**src/rtl/counter_timer_if.sv**
```systemverilog
// Purpose : control/status bundle between the game FSM and counter_timer.
// Latency : none (wires only).
// Backpress: none; go/up/en/abort in, count/busy/done/step/wrap out.
//
// Ports:
//   go, up, en, abort     - controls from the game FSM (master -> slave)
//   count[WIDTH-1:0]      - current count value (slave -> master)
//   busy, done            - state flags (slave -> master)
//   step, wrap            - one-cycle strobes (slave -> master)
interface counter_timer_if #(
  parameter int WIDTH = 14
);
  logic             go;
  logic             up;
  logic             en;
  logic             abort;
  logic [WIDTH-1:0] count;
  logic             busy;
  logic             done;
  logic             step;
  logic             wrap;

  modport master (
    output go, up, en, abort,
    input  count, busy, done, step, wrap
  );

  modport slave (
    input  go, up, en, abort,
    output count, busy, done, step, wrap
  );
endinterface

```
**src/rtl/counter_timer.sv**
```systemverilog
// Purpose : prescaled up/down event counter with stop-at-terminal or wrap mode.
// Latency : count/step/wrap/busy/done all registered, valid one clk after the edge.
// Backpress: en=0 freezes count and prescaler; abort parks in IDLE holding count.
//
// Ports:
//   clk    - system clock, rising edge
//   resetn - asynchronous active-low reset
//   bus    - counter_timer_if slave: go/up/en/abort in, count/busy/done/step/wrap out
module counter_timer #(
  parameter int WIDTH    = 14,
  parameter int MAXCOUNT = 12348,
  parameter int DIV      = 1,
  parameter int WRAP     = 0
) (
  input  logic               clk,
  input  logic               resetn,
  counter_timer_if.slave     bus
);

  localparam int PW = (DIV > 1) ? $clog2(DIV) : 1;

  localparam logic [1:0] S_IDLE = 2'd0;
  localparam logic [1:0] S_RUN  = 2'd1;
  localparam logic [1:0] S_DONE = 2'd2;

  localparam logic [WIDTH-1:0] LP_MAX      = WIDTH'(MAXCOUNT);
  localparam logic [PW-1:0]    LP_DIV_LAST = PW'(DIV - 1);

  logic [1:0]       r_state;
  logic [WIDTH-1:0] r_count;
  logic [PW-1:0]    r_presc;
  logic             r_dir;     // 1 = counting up; latched on go
  logic             r_step;
  logic             r_wrap;

  logic             w_tick;
  logic [WIDTH-1:0] w_start;   // start value for the direction requested on go
  logic [WIDTH-1:0] w_term;    // terminal value for the latched direction
  logic [WIDTH-1:0] w_reload;  // start value for the latched direction

  // With DIV=1 the prescaler is a constant zero, so every enabled cycle ticks.
  assign w_tick   = (r_presc == LP_DIV_LAST);
  assign w_start  = bus.up ? '0 : LP_MAX;
  assign w_term   = r_dir ? LP_MAX : '0;
  assign w_reload = r_dir ? '0 : LP_MAX;

  always_ff @(posedge clk or negedge resetn) begin
    if (!resetn) begin
      r_state <= S_IDLE;
      r_count <= '0;
      r_presc <= '0;
      r_dir   <= 1'b1;
      r_step  <= 1'b0;
      r_wrap  <= 1'b0;
    end else begin
      r_step <= 1'b0;
      r_wrap <= 1'b0;
      if (bus.go) begin
        r_dir   <= bus.up;
        r_count <= w_start;
        r_presc <= '0;
        r_state <= S_RUN;
      end else if (r_state == S_RUN) begin
        if (bus.abort) begin
          r_state <= S_IDLE;
        end else if (bus.en) begin
          if (!w_tick) begin
            r_presc <= r_presc + 1'b1;
          end else begin
            r_presc <= '0;
            if (r_count != w_term) begin
              r_count <= r_dir ? (r_count + 1'b1) : (r_count - 1'b1);
              r_step  <= 1'b1;
            end else if (WRAP != 0) begin
              r_count <= w_reload;
              r_step  <= 1'b1;
              r_wrap  <= 1'b1;
            end else begin
              // Terminal was shown for a full tick; only now finish.
              r_state <= S_DONE;
            end
          end
        end
      end
    end
  end

  assign bus.count = r_count;
  assign bus.busy  = (r_state == S_RUN);
  assign bus.done  = (r_state == S_DONE);
  assign bus.step  = r_step;
  assign bus.wrap  = r_wrap;

endmodule

```
**src/flat_wrapper.sv**
```systemverilog
// flat-port wrapper written by rule: the top's interface ports become plain ports
module counter_timer_flat 
#(
  parameter int WIDTH    = 14,
  parameter int MAXCOUNT = 12348,
  parameter int DIV      = 1,
  parameter int WRAP     = 0
)
  (clk, resetn, bus_go, bus_up, bus_en, bus_abort, bus_count, bus_busy, bus_done, bus_step, bus_wrap);
  counter_timer_if #(.WIDTH(WIDTH)) bus_i ();
  input  logic clk;
  input  logic resetn;
  input wire logic [$bits(bus_i.go)-1:0] bus_go;
  input wire logic [$bits(bus_i.up)-1:0] bus_up;
  input wire logic [$bits(bus_i.en)-1:0] bus_en;
  input wire logic [$bits(bus_i.abort)-1:0] bus_abort;
  output wire logic [$bits(bus_i.count)-1:0] bus_count;
  output wire logic [$bits(bus_i.busy)-1:0] bus_busy;
  output wire logic [$bits(bus_i.done)-1:0] bus_done;
  output wire logic [$bits(bus_i.step)-1:0] bus_step;
  output wire logic [$bits(bus_i.wrap)-1:0] bus_wrap;
  assign bus_i.go = bus_go;
  assign bus_i.up = bus_up;
  assign bus_i.en = bus_en;
  assign bus_i.abort = bus_abort;
  assign bus_count = bus_i.count;
  assign bus_busy = bus_i.busy;
  assign bus_done = bus_i.done;
  assign bus_step = bus_i.step;
  assign bus_wrap = bus_i.wrap;
  counter_timer #(.WIDTH(WIDTH), .MAXCOUNT(MAXCOUNT), .DIV(DIV), .WRAP(WRAP)) u_core (.clk(clk), .resetn(resetn), .bus(bus_i));
endmodule
```
**config.mk**
```make
export PLATFORM = sky130hd
export DESIGN_NAME = counter_timer_flat
export DESIGN_NICKNAME = d
export VERILOG_FILES = /design/src/rtl/counter_timer_if.sv /design/src/rtl/counter_timer.sv /design/src/flat_wrapper.sv
export SDC_FILE = /design/constraint.sdc
export NUM_CORES = 1
export LEC_CHECK = 0
export BUFFER_PORTS_ARGS = -buffer_cell sky130_fd_sc_hd__buf_4
export CAP_MARGIN = 20
export CELL_PAD_IN_SITES_DETAIL_PLACEMENT = 1
export CELL_PAD_IN_SITES_GLOBAL_PLACEMENT = 1
export CORE_UTILIZATION = 28
export DETAILED_ROUTE_END_ITERATION = 6
export GPL_TIMING_DRIVEN = 0
export PLACE_DENSITY_LB_ADDON = 0.1
export SLEW_MARGIN = 10
export SYNTH_ARGS = -nofsm -noshare
export SYNTH_HDL_FRONTEND = slang
export SYNTH_SLANG_ARGS = --single-unit
```
**constraint.sdc**
```tcl
create_clock -name clk -period 2.7 [get_ports clk]
set_input_delay 0.54 -clock clk [delete_from_list [all_inputs] [get_ports clk]]
set_output_delay 0.54 -clock clk [all_outputs]
set_load 0.03 [all_outputs]
```
==> impl_metrics.prom <==
# TYPE chip_impl_metric gauge
chip_impl_info{name="outcome",value="finished, violations left"} 1
chip_impl_info{name="violations",value="DRC, setup timing"} 1
chip_impl_metric{name="antenna-diode-count",unit=""} 0
chip_impl_metric{name="cp_data_arrival_time",unit="ns"} 2.95
chip_impl_metric{name="critPathMaxStageDelay",unit="ns"} 0.56
chip_impl_metric{name="clkLatencyLatePin",unit="ns"} 0.26
chip_impl_metric{name="period_minus_slack",unit="ns"} 2.772
chip_impl_metric{name="overall_via_count_from_detail_route",unit=""} 1228
chip_impl_metric{name="timing.critical_path.fanout_max",unit=""} 6
chip_impl_metric{name="synthesis.nets",unit=""} 171
chip_impl_metric{name="globalRoute.totalOverflow",unit=""} 0
chip_impl_metric{name="ios",unit=""} 24
chip_impl_metric{name="power-per-cell-area",unit="mW/mm^2"} 577.7
chip_impl_info{name="hp-class",value="input port to asynchronous set/reset pin"} 1
chip_impl_metric{name="dpl.hpwl",unit="mm"} 2.696
chip_impl_metric{name="synthesis.instances",unit=""} 152
chip_impl_metric{name="synth-seq-cells",unit=""} 18
chip_impl_metric{name="post_route_cells_drive_above_1_share",unit="%"} 30.69
chip_impl_metric{name="avgSynthCellArea",unit="sq um"} 8.709
chip_impl_metric{name="dieWidth",unit="microns"} 70.76
chip_impl_metric{name="final.setup.worst_slack",unit="ns"} -0.07185
chip_impl_metric{name="rows",unit=""} 24
chip_impl_metric{name="wire_per_inst",unit="microns"} 15.61
chip_impl_info{name="r2r-start",value="u_core.r_dir"} 1
chip_impl_metric{name="detail_route.drc_violations",unit=""} 2
chip_impl_metric{name="gp_routability_congestion",unit=""} 0.7687
chip_impl_metric{name="initial_core_utilization",unit="%"} 29.79
chip_impl_metric{name="critPathRequiredTime",unit="ns"} 2.88
chip_impl_metric{name="ant_nets",unit=""} 0
chip_impl_metric{name="post_synthesis_cell_area",unit="sq mm"} 0.001324
chip_impl_metric{name="layout_worst_path_cycle_share",unit="%"} 102.7
chip_impl_metric{name="h-tree-depth",unit=""} 1
chip_impl_metric{name="hold_viol_final",unit=""} 0
chip_impl_metric{name="drt-initial-drc-count",unit=""} 32
chip_impl_metric{name="vias_in_the_first_global_route",unit=""} 1316
chip_impl_metric{name="wire_length_of_the_first_global_routing_pass",unit="mm"} 6.216
chip_impl_metric{name="floorplan.die_area",unit="sq mm"} 0.005007
chip_impl_info{name="crit_path_cell_chain",value="clkinvlp_4 > buf_4 > ha_1 > a21o_1 > a221oi_4 > o311ai_4 > a221oi_2 > xnor2_1 > or3_1 > a31oi_1"} 1
chip_impl_metric{name="synth_seq_area_share",unit="%"} 34.12
chip_impl_metric{name="timing_max_transition_violations_final",unit=""} 0
chip_impl_metric{name="drt-pass1-iter-count",unit=""} 5
chip_impl_info{name="grt_setup_unrepaired",value="yes"} 1
chip_impl_metric{name="clock-skew-final",unit="ns"} 0.002807
chip_impl_metric{name="finalWirelength",unit="mm"} 3.762
chip_impl_metric{name="worst-path-buf-inv",unit=""} 2
chip_impl_metric{name="grt_max_degree",unit=""} 19
chip_impl_info{name="worstSetupStartpoint",value="u_core.r_dir"} 1
chip_impl_metric{name="seq_area",unit="sq um"} 451.7
chip_impl_info{name="worst_setup_path_end_kind",value="flop"} 1
chip_impl_info{name="cts_root_buffer",value="clkbuf_8"} 1
chip_impl_metric{name="leakage",unit="nW"} 0.8414
chip_impl_info{name="synth_flop_cell",value="dfrtp_1"} 1
chip_impl_info{name="cp-start-kind",value="flop"} 1
chip_impl_metric{name="fp.coreArea",unit="sq mm"} 0.004444
chip_impl_metric{name="multi_input_comb_area",unit="sq um"} 890.9
chip_impl_info{name="clock_tree_from_tritoncts",value="yes"} 1
chip_impl_metric{name="maxClockFrequency",unit="MHz"} 360.8
chip_impl_metric{name="synth_cell_types",unit=""} 33
chip_impl_metric{name="power",unit="W"} 0.001034
chip_impl_metric{name="ys_warn_count",unit=""} 0
chip_impl_info{name="critical_path_class",value="flop to flop"} 1
chip_impl_metric{name="max-cap-violations",unit=""} 0
chip_impl_metric{name="flow.area_growth_from_synthesis",unit="%"} 35.16
chip_impl_metric{name="async_flop_share",unit="%"} 100.0
chip_impl_metric{name="route.detailed.vias_per_inst",unit=""} 5.095
chip_impl_metric{name="numPortBuffers",unit=""} 22
chip_impl_metric{name="cts_num_sinks",unit=""} 18
chip_impl_metric{name="worst_setup_hold_path_clk_slew",unit="ns"} 0.08
chip_impl_metric{name="gr-usage-all-layers",unit="%"} 15.92
chip_impl_info{name="crit_path_top_delay_cell",value="dfstp_2"} 1
chip_impl_metric{name="cts-buffers-inserted",unit=""} 3
chip_impl_metric{name="setup_viol",unit=""} 1
chip_impl_metric{name="fillers",unit=""} 533
chip_impl_metric{name="floorplan.die.height",unit="microns"} 70.76
chip_impl_metric{name="synth_edf_count",unit=""} 0
chip_impl_metric{name="finalHoldWorstSlack",unit="ns"} 0.1445
chip_impl_metric{name="ir_worst_vdd",unit="uV"} 318.8
chip_impl_metric{name="grt_antenna_before_repair",unit=""} 0
chip_impl_info{name="critical_path.top_delay_family",value="compound AO/OA/AOI/OAI gates"} 1
chip_impl_metric{name="cts.path.max_buffers",unit=""} 2
chip_impl_metric{name="fin_nets",unit=""} 209
-- through the flow --
stage / instance area [sq um] / utilization, % / setup slack [ns] / std cells / setup TNS, ns
after global routing: 1789 / 40.26 / -0.2204 / 241 / -0.6201
final: 1789 / 40.26 / -0.07185 / 241 / -0.07185
after CTS: 1690 / 38.03 / -0.06884 / 236 / -0.08768
after detailed placement: 1554 / 34.97 / -0.3849 / 226 / -2.401
after global placement: 1554 / 34.97 / -0.3889 / 226 / -2.433
after floorplan: 1324 / - / 0.003224 / 152 / 0
-- metal layers --
metal / track usage [%] / part of all wire (%) / vias to the layer above
li1: - / - / 610
met1: 20.90 / 47 / 600
met2: 27.67 / 51 / 16
met3: 3.419 / 2.2 / 2
met4: 2.000 / 0.45 / 0
met5: 0 / 0 / -
-- what timing repair did --
item                       4_1_cts  5_1_grt
pin swaps                        4        2
setup endpoints to repair       12       11
hold buffers                     0        0
gates resized for setup          9       17
buffers inserted                 7        5
-- logic make-up (layout without fill, tap and decap cells) --
| logic type | Yosys count | in the layout | share of synthesized area [%] |
|---|---|---|---|
| AO/OA/AOI/OAI | 46 | 46 | 23.06 |
| XOR/XNOR | 12 | 12 | 7.940 |
| adder cells (fa/ha/maj) | 13 | 13 | 12.85 |
| buffers and inverters | 15 | 52 | 4.537 |
| flip-flops | 18 | 18 | 34.12 |
| other | 1 | 1 | 0.2833 |
| AND/OR/NAND/NOR | 47 | 47 | 17.20 |
-- cell usage after synthesis (2+ instances only) --
| cell type | n | area [sq um] |
|---|---|---|
| clkbuf_1 | 5 | 18.77 |
| a21oi_1 | 18 | 90.09 |
| nor2_1 | 9 | 33.78 |
| nand2_1 | 17 | 63.81 |
| a221oi_2 | 2 | 30.03 |
| nor3_1 | 3 | 15.01 |
| nor4_1 | 2 | 12.51 |
| inv_1 | 9 | 33.78 |
| a211oi_1 | 4 | 30.03 |
| dfrtp_1 | 17 | 425.4 |
| xor2_1 | 3 | 26.28 |
| o21ai_0 | 8 | 40.04 |
| a31oi_1 | 2 | 12.51 |
| nand2b_1 | 2 | 12.51 |
| nand3_1 | 3 | 15.01 |
| nor2b_1 | 5 | 31.28 |
| a21o_1 | 8 | 60.06 |
| ha_1 | 12 | 150.1 |
| xnor2_1 | 9 | 78.83 |
-- where the power goes --
group	internal [W]	switching, W
Sequential	0.000294	0.0000282
Combinational	0.000213	0.000267
Clock	0.000130	0.000101
-- cells in the final DEF, fill, tap and decap left out, types with 3 or more instances in the layout --
master and n:
ha_1 8, nor2b_1 4, nand2_1 17, dfrtp_1 17
nor3_1 3, o21ai_0 5, inv_1 8, a211oi_1 4
xor2_1 3, nor2_1 9, a21o_1 8, buf_4 35
xnor2_1 9, clkbuf_8 4, a21oi_1 18
-- worst reg2reg max path, cell delays in order (launching register included) --
cell and delay (ns):
dfstp_2 0.56, clkinvlp_4 0.15, buf_4 0.17, ha_1 0.28
a21o_1 0.22, a221oi_4 0.31, o311ai_4 0.14, a221oi_2 0.30
xnor2_1 0.11, or3_1 0.31, a31oi_1 0.16
-- sequential cells by signal (all words and copies together) (netlist names) --
name and count:
u_core.r_state 2, u_core.r_dir 1, u_core.bus.count 14, u_core.bus.step 1
-- path summary, 6_finish.rpt --
path	cells after the start	slack (ns)	endpoint
max	10	-0.07	u_core.bus.count[13]
min	1	0.14	u_core.bus.count[10]
max reg2reg	10	-0.07	u_core.bus.count[13]
min reg2reg	2	0.54	u_core.r_state[0]
max in group asynchronous	1	2.29	u_core.r_dir
min in group clk	2	0.48	u_core.bus.step
-- final cells by class --
type / count / share of cell area (%)
timing repair buffer: 34 / 14.27
sequential: 18 / 25.24
multi-input combinational: 119 / 49.79
tap: 52 / 3.636
clock buffer: 4 / 3.077
inverter: 9 / 2.098
buffer: 5 / 1.888
No activity file was read; power rests on OpenSTA's default activity.
